$ cat src/rtl/conv_pkg.sv
// conv_pkg: shared encoder/decoder constants, default polynomials and FSM states
package conv_pkg;
    typedef enum logic [1:0] {
        IDLE   = 2'd0,
        ENCODE = 2'd1,
        TAIL   = 2'd2,
        DRAIN  = 2'd3
    } state_t;
    localparam int         K_DEF  = 3;
    localparam logic [2:0] G0_DEF = 3'b111;
    localparam logic [2:0] G1_DEF = 3'b101;
endpackage

$ cat src/rtl/conv_sym_gen.sv
// conv_sym_gen: combinational code symbol {c1,c0} from current bit b and past bits sr
// Ports: b (current bit), sr (K-1 past bits, sr[K-2] newest), sym ({c1,c0})
module conv_sym_gen
    import conv_pkg::*;
#(
    parameter int           K  = K_DEF,
    parameter logic [K-1:0] G0 = G0_DEF,
    parameter logic [K-1:0] G1 = G1_DEF
) (
    input  logic         b,
    input  logic [K-2:0] sr,
    output logic [1:0]   sym
);
    logic [K-1:0] w;
    assign w   = {b, sr};
    assign sym = {^(w & G1), ^(w & G0)};
endmodule

$ cat src/rtl/conv_encoder.sv
// conv_encoder: rate-1/2 streaming convolutional encoder with zero-tail termination
// Ports: clk/rst (sync, active-high); start begins a frame from IDLE;
//        in_valid/in_bit/in_ready information bit handshake;
//        out_valid/out_sym/out_ready code symbol handshake ({c1,c0});
//        busy (not IDLE), done (final symbol consumed), error (start while busy)
module conv_encoder
    import conv_pkg::*;
#(
    parameter int           K         = K_DEF,
    parameter logic [K-1:0] G0        = G0_DEF,
    parameter logic [K-1:0] G1        = G1_DEF,
    parameter int           FRAME_LEN = 8
) (
    input  logic       clk,
    input  logic       rst,
    input  logic       start,
    input  logic       in_valid,
    input  logic       in_bit,
    output logic       in_ready,
    output logic       out_valid,
    output logic [1:0] out_sym,
    input  logic       out_ready,
    output logic       busy,
    output logic       done,
    output logic       error
);
    localparam logic [7:0] LAST  = 8'(FRAME_LEN - 1);
    localparam logic [7:0] TLAST = 8'(K - 2);

    state_t       state, state_nxt;
    logic [K-2:0] sr;
    logic [7:0]   cnt;
    logic         free, load, b;
    logic [1:0]   sym;

    assign free     = !out_valid || out_ready;
    assign in_ready = (state == ENCODE) && free;
    assign busy     = state != IDLE;
    assign b        = (state == ENCODE) && in_bit;

    conv_sym_gen #(.K(K), .G0(G0), .G1(G1)) u_sym (
        .b  (b),
        .sr (sr),
        .sym(sym)
    );

    always_comb begin
        state_nxt = state;
        load      = 1'b0;
        case (state)
            IDLE:   state_nxt = start ? ENCODE : IDLE;
            ENCODE: begin
                load      = in_valid && free;
                state_nxt = (load && cnt == LAST) ? TAIL : ENCODE;
            end
            TAIL:   begin
                load      = free;
                state_nxt = (free && cnt == TLAST) ? DRAIN : TAIL;
            end
            DRAIN:  state_nxt = (out_valid && out_ready) ? IDLE : DRAIN;
        endcase
    end

    always_ff @(posedge clk) begin
        if (rst) state <= IDLE;
        else     state <= state_nxt;
    end

    always_ff @(posedge clk) begin
        if (rst) begin
            sr        <= '0;
            cnt       <= '0;
            out_valid <= 1'b0;
            out_sym   <= 2'b00;
            done      <= 1'b0;
            error     <= 1'b0;
        end else begin
            done  <= (state == DRAIN) && out_valid && out_ready;
            error <= start && busy;
            if (state == IDLE && start) begin
                sr  <= '0;
                cnt <= '0;
            end else if (load) begin
                sr  <= {b, sr[K-2:1]};
                // counter restarts on each phase change (ENCODE->TAIL, TAIL->DRAIN)
                cnt <= (state_nxt != state) ? 8'd0 : cnt + 8'd1;
            end
            if (load) begin
                out_valid <= 1'b1;
                out_sym   <= sym;
            end else if (out_ready) begin
                out_valid <= 1'b0;
            end
        end
    end
endmodule

$ cat config.mk
export PLATFORM = sky130hd
export DESIGN_NAME = conv_encoder
export DESIGN_NICKNAME = d
export VERILOG_FILES = /design/src/rtl/conv_pkg.sv /design/src/rtl/conv_sym_gen.sv /design/src/rtl/conv_encoder.sv
export SDC_FILE = /design/constraint.sdc
export NUM_CORES = 1
export LEC_CHECK = 0
export BUFFER_PORTS_ARGS = -buffer_cell sky130_fd_sc_hd__buf_2
export CELL_PAD_IN_SITES_DETAIL_PLACEMENT = 2
export CELL_PAD_IN_SITES_GLOBAL_PLACEMENT = 2
export CORE_MARGIN = 5
export CORE_UTILIZATION = 35
export CTS_CLUSTER_DIAMETER = 200
export CTS_CLUSTER_SIZE = 24
export DETAILED_ROUTE_END_ITERATION = 10
export HOLD_SLACK_MARGIN = 0.15
export PLACE_DENSITY_LB_ADDON = 0.1
export SETUP_SLACK_MARGIN = 0.15
export SLEW_MARGIN = 20
export SYNTH_ARGS = -nofsm -noshare
export SYNTH_HDL_FRONTEND = slang
export SYNTH_SLANG_ARGS = --single-unit
export TNS_END_PERCENT = 10
$ cat constraint.sdc
create_clock -name clk -period 4.4 [get_ports clk]
set_input_delay 0.88 -clock clk [delete_from_list [all_inputs] [get_ports clk]]
set_output_delay 0.88 -clock clk [all_outputs]
set_load 0.01 [all_outputs]
==> metrics.cfg, run 1 <==
[grt]
grt_pass1_vias=841
grt_max_degree=13
antenna_found_initial=0
grt_usage_pct=14.31
grt_pass1_wl_mm=3.822
grt_overflow=0

[floorplanning]
fp.dieH_um=60.17
die_w_um=60.17
row_count=18
die_area_um2=3620
core_um2=2432
initial_core_util_pct=36.21
num_io_pins=13

[clock_network]
post-cts-setup-buffers=0
ctsHoldBuffers=0
cts_buffer_depth=2
path_clk_slew_ns=0.10
cts_inserted_buffers=3
cts_tree=done
cts_sinks=17
clockRootBuffer=clkbuf_4
ctsResizeCount=0
htree_levels=1
clk_latency_ns=0.29

[worst_hold_path]
hp-start=out_sym[0]
hold_depth=2
min_to=out_sym[0]
hold_path.class=register to register

[sta]
skew_ns=0.003298
drv_slew=0
holdWs_ns=0.4563
timing.final.ws_setup_ns=1.782
grt_setup_unrepaired=no
period_minus_slack_ns=2.618
setup_viol=0
max_freq_mhz=382.0
period_share_pct=59.50
fin_tns_setup_ns=0
hold_viol=0
max_slew_margin_pct=70.15
worst_pin_slew_ns=0.4477

[power_and_ir_drop]
p_leak_nw=0.3626
pwr_density_cell_nw_per_um2=272.2
vdd_drop_max_mv=0.1343
power_mw=0.2714

[cells_and_area]
drive_gt1_share_pct=17.86
final_cell_mix=17 x dfxtp_1, 12 x nand2_1, 12 x buf_2
final_core_util_pct=41.00
final_common_cell=dfxtp_1
nets=125
area_delta_synth_final_pct=13.21
diodes=0

[logic_synthesis]
synth_top_cell_by_area=dfxtp_1
synth_cells=98
avgSynthCellArea_um2=8.988
ys_seq_elements=17
synth_top_area_share_pct=38.64
synth_area_leaders=dfxtp_1 39%, ha_1 8.5%, xnor2_1 7.0%
yosysWarnings=0
synth_xor_xnor_area_share_pct=10.94
ys_types=29
syn-num-nets=110
yosys.area_share.simple_pct=27.84
synthMuxAreaShare_pct=0
synth_fa_ha_area_share_pct=8.523
synth_ff_type=dfxtp_1
synth_top_family_by_area=simple AND/OR/NAND/NOR gates
ys_seq_area_share_pct=38.64
synth_edf_count=0
synthArstFlopShare_pct=0
syn_area_um2=880.8
synth_compound_area_share_pct=11.51

[worst_setup_path]
crit-reg2reg-launch=state[0]
slowest_delay_ns=0.49
critPathLaunchType=register
cp_slowest_cell=or4bb_1
cp-end-kind=register
path_class=register to register
cpLargestDelayFamily=simple AND/OR/NAND/NOR gates
cp.required_ns=4.60
regToRegSetupSlack_ns=1.78
path_cells=inv_1, ha_1, or4bb_1, or4_1, o2111ai_1, xnor2_1, a21oi_4, a2111oi_2
cp.buffers_inverters=1
regToRegEndpoint=cnt[1]
crit_fanout=8
ff2ff_path_depth=8
cp.arrival_ns=2.82

[place]
gp_congestion=0.7678
portBuffers=12
place_ws_ns=1.793
hpwl_mm=1.743

[status]
status=finished, final reports clean

[detailed_routing]
drc_errors=0
ant_nets=0
viasPerCell=5.345
drt_iter0_drc=21
wire_per_inst_um=15.88
dr_total_vias=759
drtPass1Iterations=4
routed_wl_mm=2.255

[run]
maxCapViolations=0

where the power goes:
part | internal, mW | switching [mW] | leakage [nW]
Clock | 0.0353 | 0.0513 | 0.0150
Combinational | 0.0101 | 0.0175 | 0.210
Sequential | 0.156 | 0.00177 | 0.137
worst min-delay path, cell delays in order (launching register included):
cell     delay, ns
dfxtp_1       0.32
nand2_1       0.05
a21oi_1       0.05
cells by family (layout without fill, tap and decap cells):
kind of cell,Yosys count,after routing
AOI/OAI and AO/OA,13,13
xor gates and xnor gates,11,11
adders and majority gates,6,6
buffers and inverters,6,20
DFF,17,17
and+or+nand+nor,45,45
routing by layer:
layer	vias up	routed length (µm)	GRT usage, %
met3	2	83	2.592
met4	0	15	4.747
met1	373	1033	17.57
met5	-	0	0
met2	11	1123	24.85
li1	373	-	-
Yosys cell counts (all sizes together), types with 2 or more instances:
cell     n
a211oi   2
a21oi    7
dfxtp   17
ha       6
inv      4
nand2   12
nand2b   2
nand3    4
nand4    4
nor2     4
nor2b    2
nor3     8
nor3b    2
or4      3
xnor2    7
xor2     4
state kept, by name, summed over array words and instances, names as in the netlist:
signal	cells
state	2
out_valid	1
out_sym	2
cnt	8
error	1
done	1
sr	2
stage by stage:
step / cells / instance area [µm²]
floorplan: 98 / 880.8
global placement: 138 / 970.9
detailed placement: 138 / 970.9
CTS: 142 / 997.2
global route: 142 / 997.2
finish: 142 / 997.2
worst max path at each step:
stage / from / endpoint / slack (ns) / cells after the start
2_1_floorplan: state[0] / cnt[1] / 2.06 / 8
3_3_place_gp: state[0] / cnt[1] / 1.86 / 8
3_5_place_dp: state[0] / cnt[1] / 1.79 / 8
4_1_cts: state[0] / cnt[1] / 1.76 / 8
5_1_grt: state[0] / cnt[1] / 1.66 / 8
6_report: state[0] / cnt[1] / 1.78 / 8
area by class of cell:
class	count	area (µm²)
inverters	4	15.01
fillers	285	1435
clock buffers	4	26.28
well taps	30	37.54
multi-input cells	75	518.0
flip-flops and latches	17	340.3
repair buffers	12	60.06
No activity file was read; power rests on OpenSTA's default activity.
==> run 2, diff against run 1 <==
- CORE_UTILIZATION: 35 -> 30
- clock period: 4.4 -> 2.3 ns (I/O delays scaled with it)
==> run 2 against run 1 <==
Largest cell class unchanged. Combinational power increased to 2.8 times the previous value. Maximum frequency increased by 17%. Routed wire length increased by 20%. Critical path depth increased by 1. Hold slack got worse by 0.038 ns. Clock power increased by 97%. Non-clock buffer count increased by 12. Power increased by 100%. Cell count increased by 9.2%.
==> metrics.cfg, run 2 (synthesized netlist as in run 1, its figures left out) <==
[cells_and_area]
area_delta_synth_final_pct=39.63
diodes=0
regArea_um2=347.8
largest-register=cnt
final_common_cell=dfxtp_1
fill_cells=325
multi_input_area_um2=634.4
fin_area_um2=1230
largest_reg_flops=8
drive_gt1_share_pct=38.71
final_cell_mix=15 x dfxtp_1, 12 x nand2_1, 12 x buf_2
nets=137

[worst_setup_path]
ff2ff_path_depth=9
cp.required_ns=2.51
regToRegEndpoint=cnt[1]
cp.arrival_ns=2.46
crit-reg2reg-launch=state[0]
crit_fanout=8
cp-end-kind=register
critPathLaunchType=register
regToRegSetupSlack_ns=0.06
path_class=register to register

[worst_hold_path]
min_to=sr[1]
hold_path.class=input port to register
hold_depth=3
hp-start=in_bit

[clock_network]
htree_levels=1
clockRootBuffer=clkbuf_4
cts_sinks=17
cts_inserted_buffers=3
ctsHoldBuffers=0
clk_latency_ns=0.30
cts_buffer_depth=2
cts_tree=done
path_clk_slew_ns=0.11

[detailed_routing]
drt_iter0_drc=18
dr_total_vias=809
wire_per_inst_um=17.52
drc_errors=0
routed_wl_mm=2.716
viasPerCell=5.219
ant_nets=0
drtPass1Iterations=4

[run]
maxCapViolations=0

[power_and_ir_drop]
vdd_drop_max_mv=0.3155
p_leak_nw=0.4485
pwr_density_cell_nw_per_um2=443.8

[sta]
skew_ns=0.007825
hold_viol=0
grt_setup_unrepaired=yes
drv_slew=0
max_freq_mhz=445.6
worst_pin_slew_ns=0.6512
setup_viol=0
timing.final.ws_setup_ns=0.05596
period_share_pct=97.57
fin_tns_setup_ns=0
period_minus_slack_ns=2.244
max_slew_margin_pct=56.58

[grt]
grt_pass1_wl_mm=4.740
grt_max_degree=12
grt_overflow=0
grt_pass1_vias=922
grt_usage_pct=14.92
antenna_found_initial=0

[floorplanning]
die_w_um=64.19
fp.dieH_um=64.19
initial_core_util_pct=31.67
core_um2=2781
die_area_um2=4120
num_io_pins=13
row_count=19

[place]
gp_congestion=0.7664
place_ws_ns=-0.04628
portBuffers=12
hpwl_mm=2.001
place_area_um2=1089

[status]
status=finished, final reports clean

==> run 2: cell count changes in the layout (fill, tap and decap cells not counted), sizes merged <==
| cell | before | now |
|---|---|---|
| buf | 12 | 24 |
==> run 2: area by class of cell <==
cell class | instances | share of cell area (%)
flip-flops and latches | 17 | 28.28
well taps | 31 | 3.154
multi-input cells | 75 | 51.58
inverters | 4 | 1.628
clock buffers | 4 | 2.136
repair buffers | 24 | 13.22
==> run 2: per-layer routing <==
| layer | track usage [%] | share of wire (%) |
|---|---|---|
| met5 | 0 | 0 |
| met4 | 5.089 | 1.8 |
| met3 | 3.327 | 3.4 |
| met2 | 25.88 | 52 |
| met1 | 18.02 | 43 |
==> run 2: worst max-delay path by stage <==
stage                  start  endpoint  cells after the start
floorplan           state[0]    cnt[1]                      8
global placement    state[1]    cnt[6]                      8
detailed placement  state[1]    cnt[2]                      8
CTS                 state[1]    cnt[1]                      9
global route        state[1]    cnt[6]                      9
finish              state[0]    cnt[1]                      9
==> run 2: stage by stage <==
stage / power (mW) / instances / hold WS (ns) / util, %
2_1_floorplan: 0.3470 / 98 / 0.4481 / -
3_3_place_gp: 0.3719 / 148 / 0.4379 / 39.14
3_5_place_dp: 0.3749 / 148 / 0.4511 / 39.14
4_1_cts: 0.5507 / 155 / 0.4188 / 43.95
5_1_grt: 0.5805 / 155 / 0.4044 / 44.22
6_report: 0.5458 / 155 / 0.4181 / 44.22
==> run 2: report_power, final <==
| group | internal, mW | leakage [nW] | switching, mW |
|---|---|---|---|
| registers | 0.296 | 0.139 | 0.00270 |
| logic | 0.0325 | 0.295 | 0.0446 |
| clock network | 0.0677 | 0.0150 | 0.102 |
==> run 2: critical path, stage by stage, from the launching register on <==
cell       delay (ns)
dfxtp_4          0.38
inv_4            0.05
ha_4             0.15
or4bb_1          0.47
or4_4            0.44
o2111ai_4        0.10
xnor2_2          0.16
a21oi_4          0.08
buf_12           0.16
a2111oi_4        0.17
==> run 2: what timing repair did <==
item / 4_1_cts / 5_1_grt
resized for setup: 11 / 2
pin swaps: 5 / 2
setup endpoints to repair: 8 / 8
setup buffers: 3 / 0
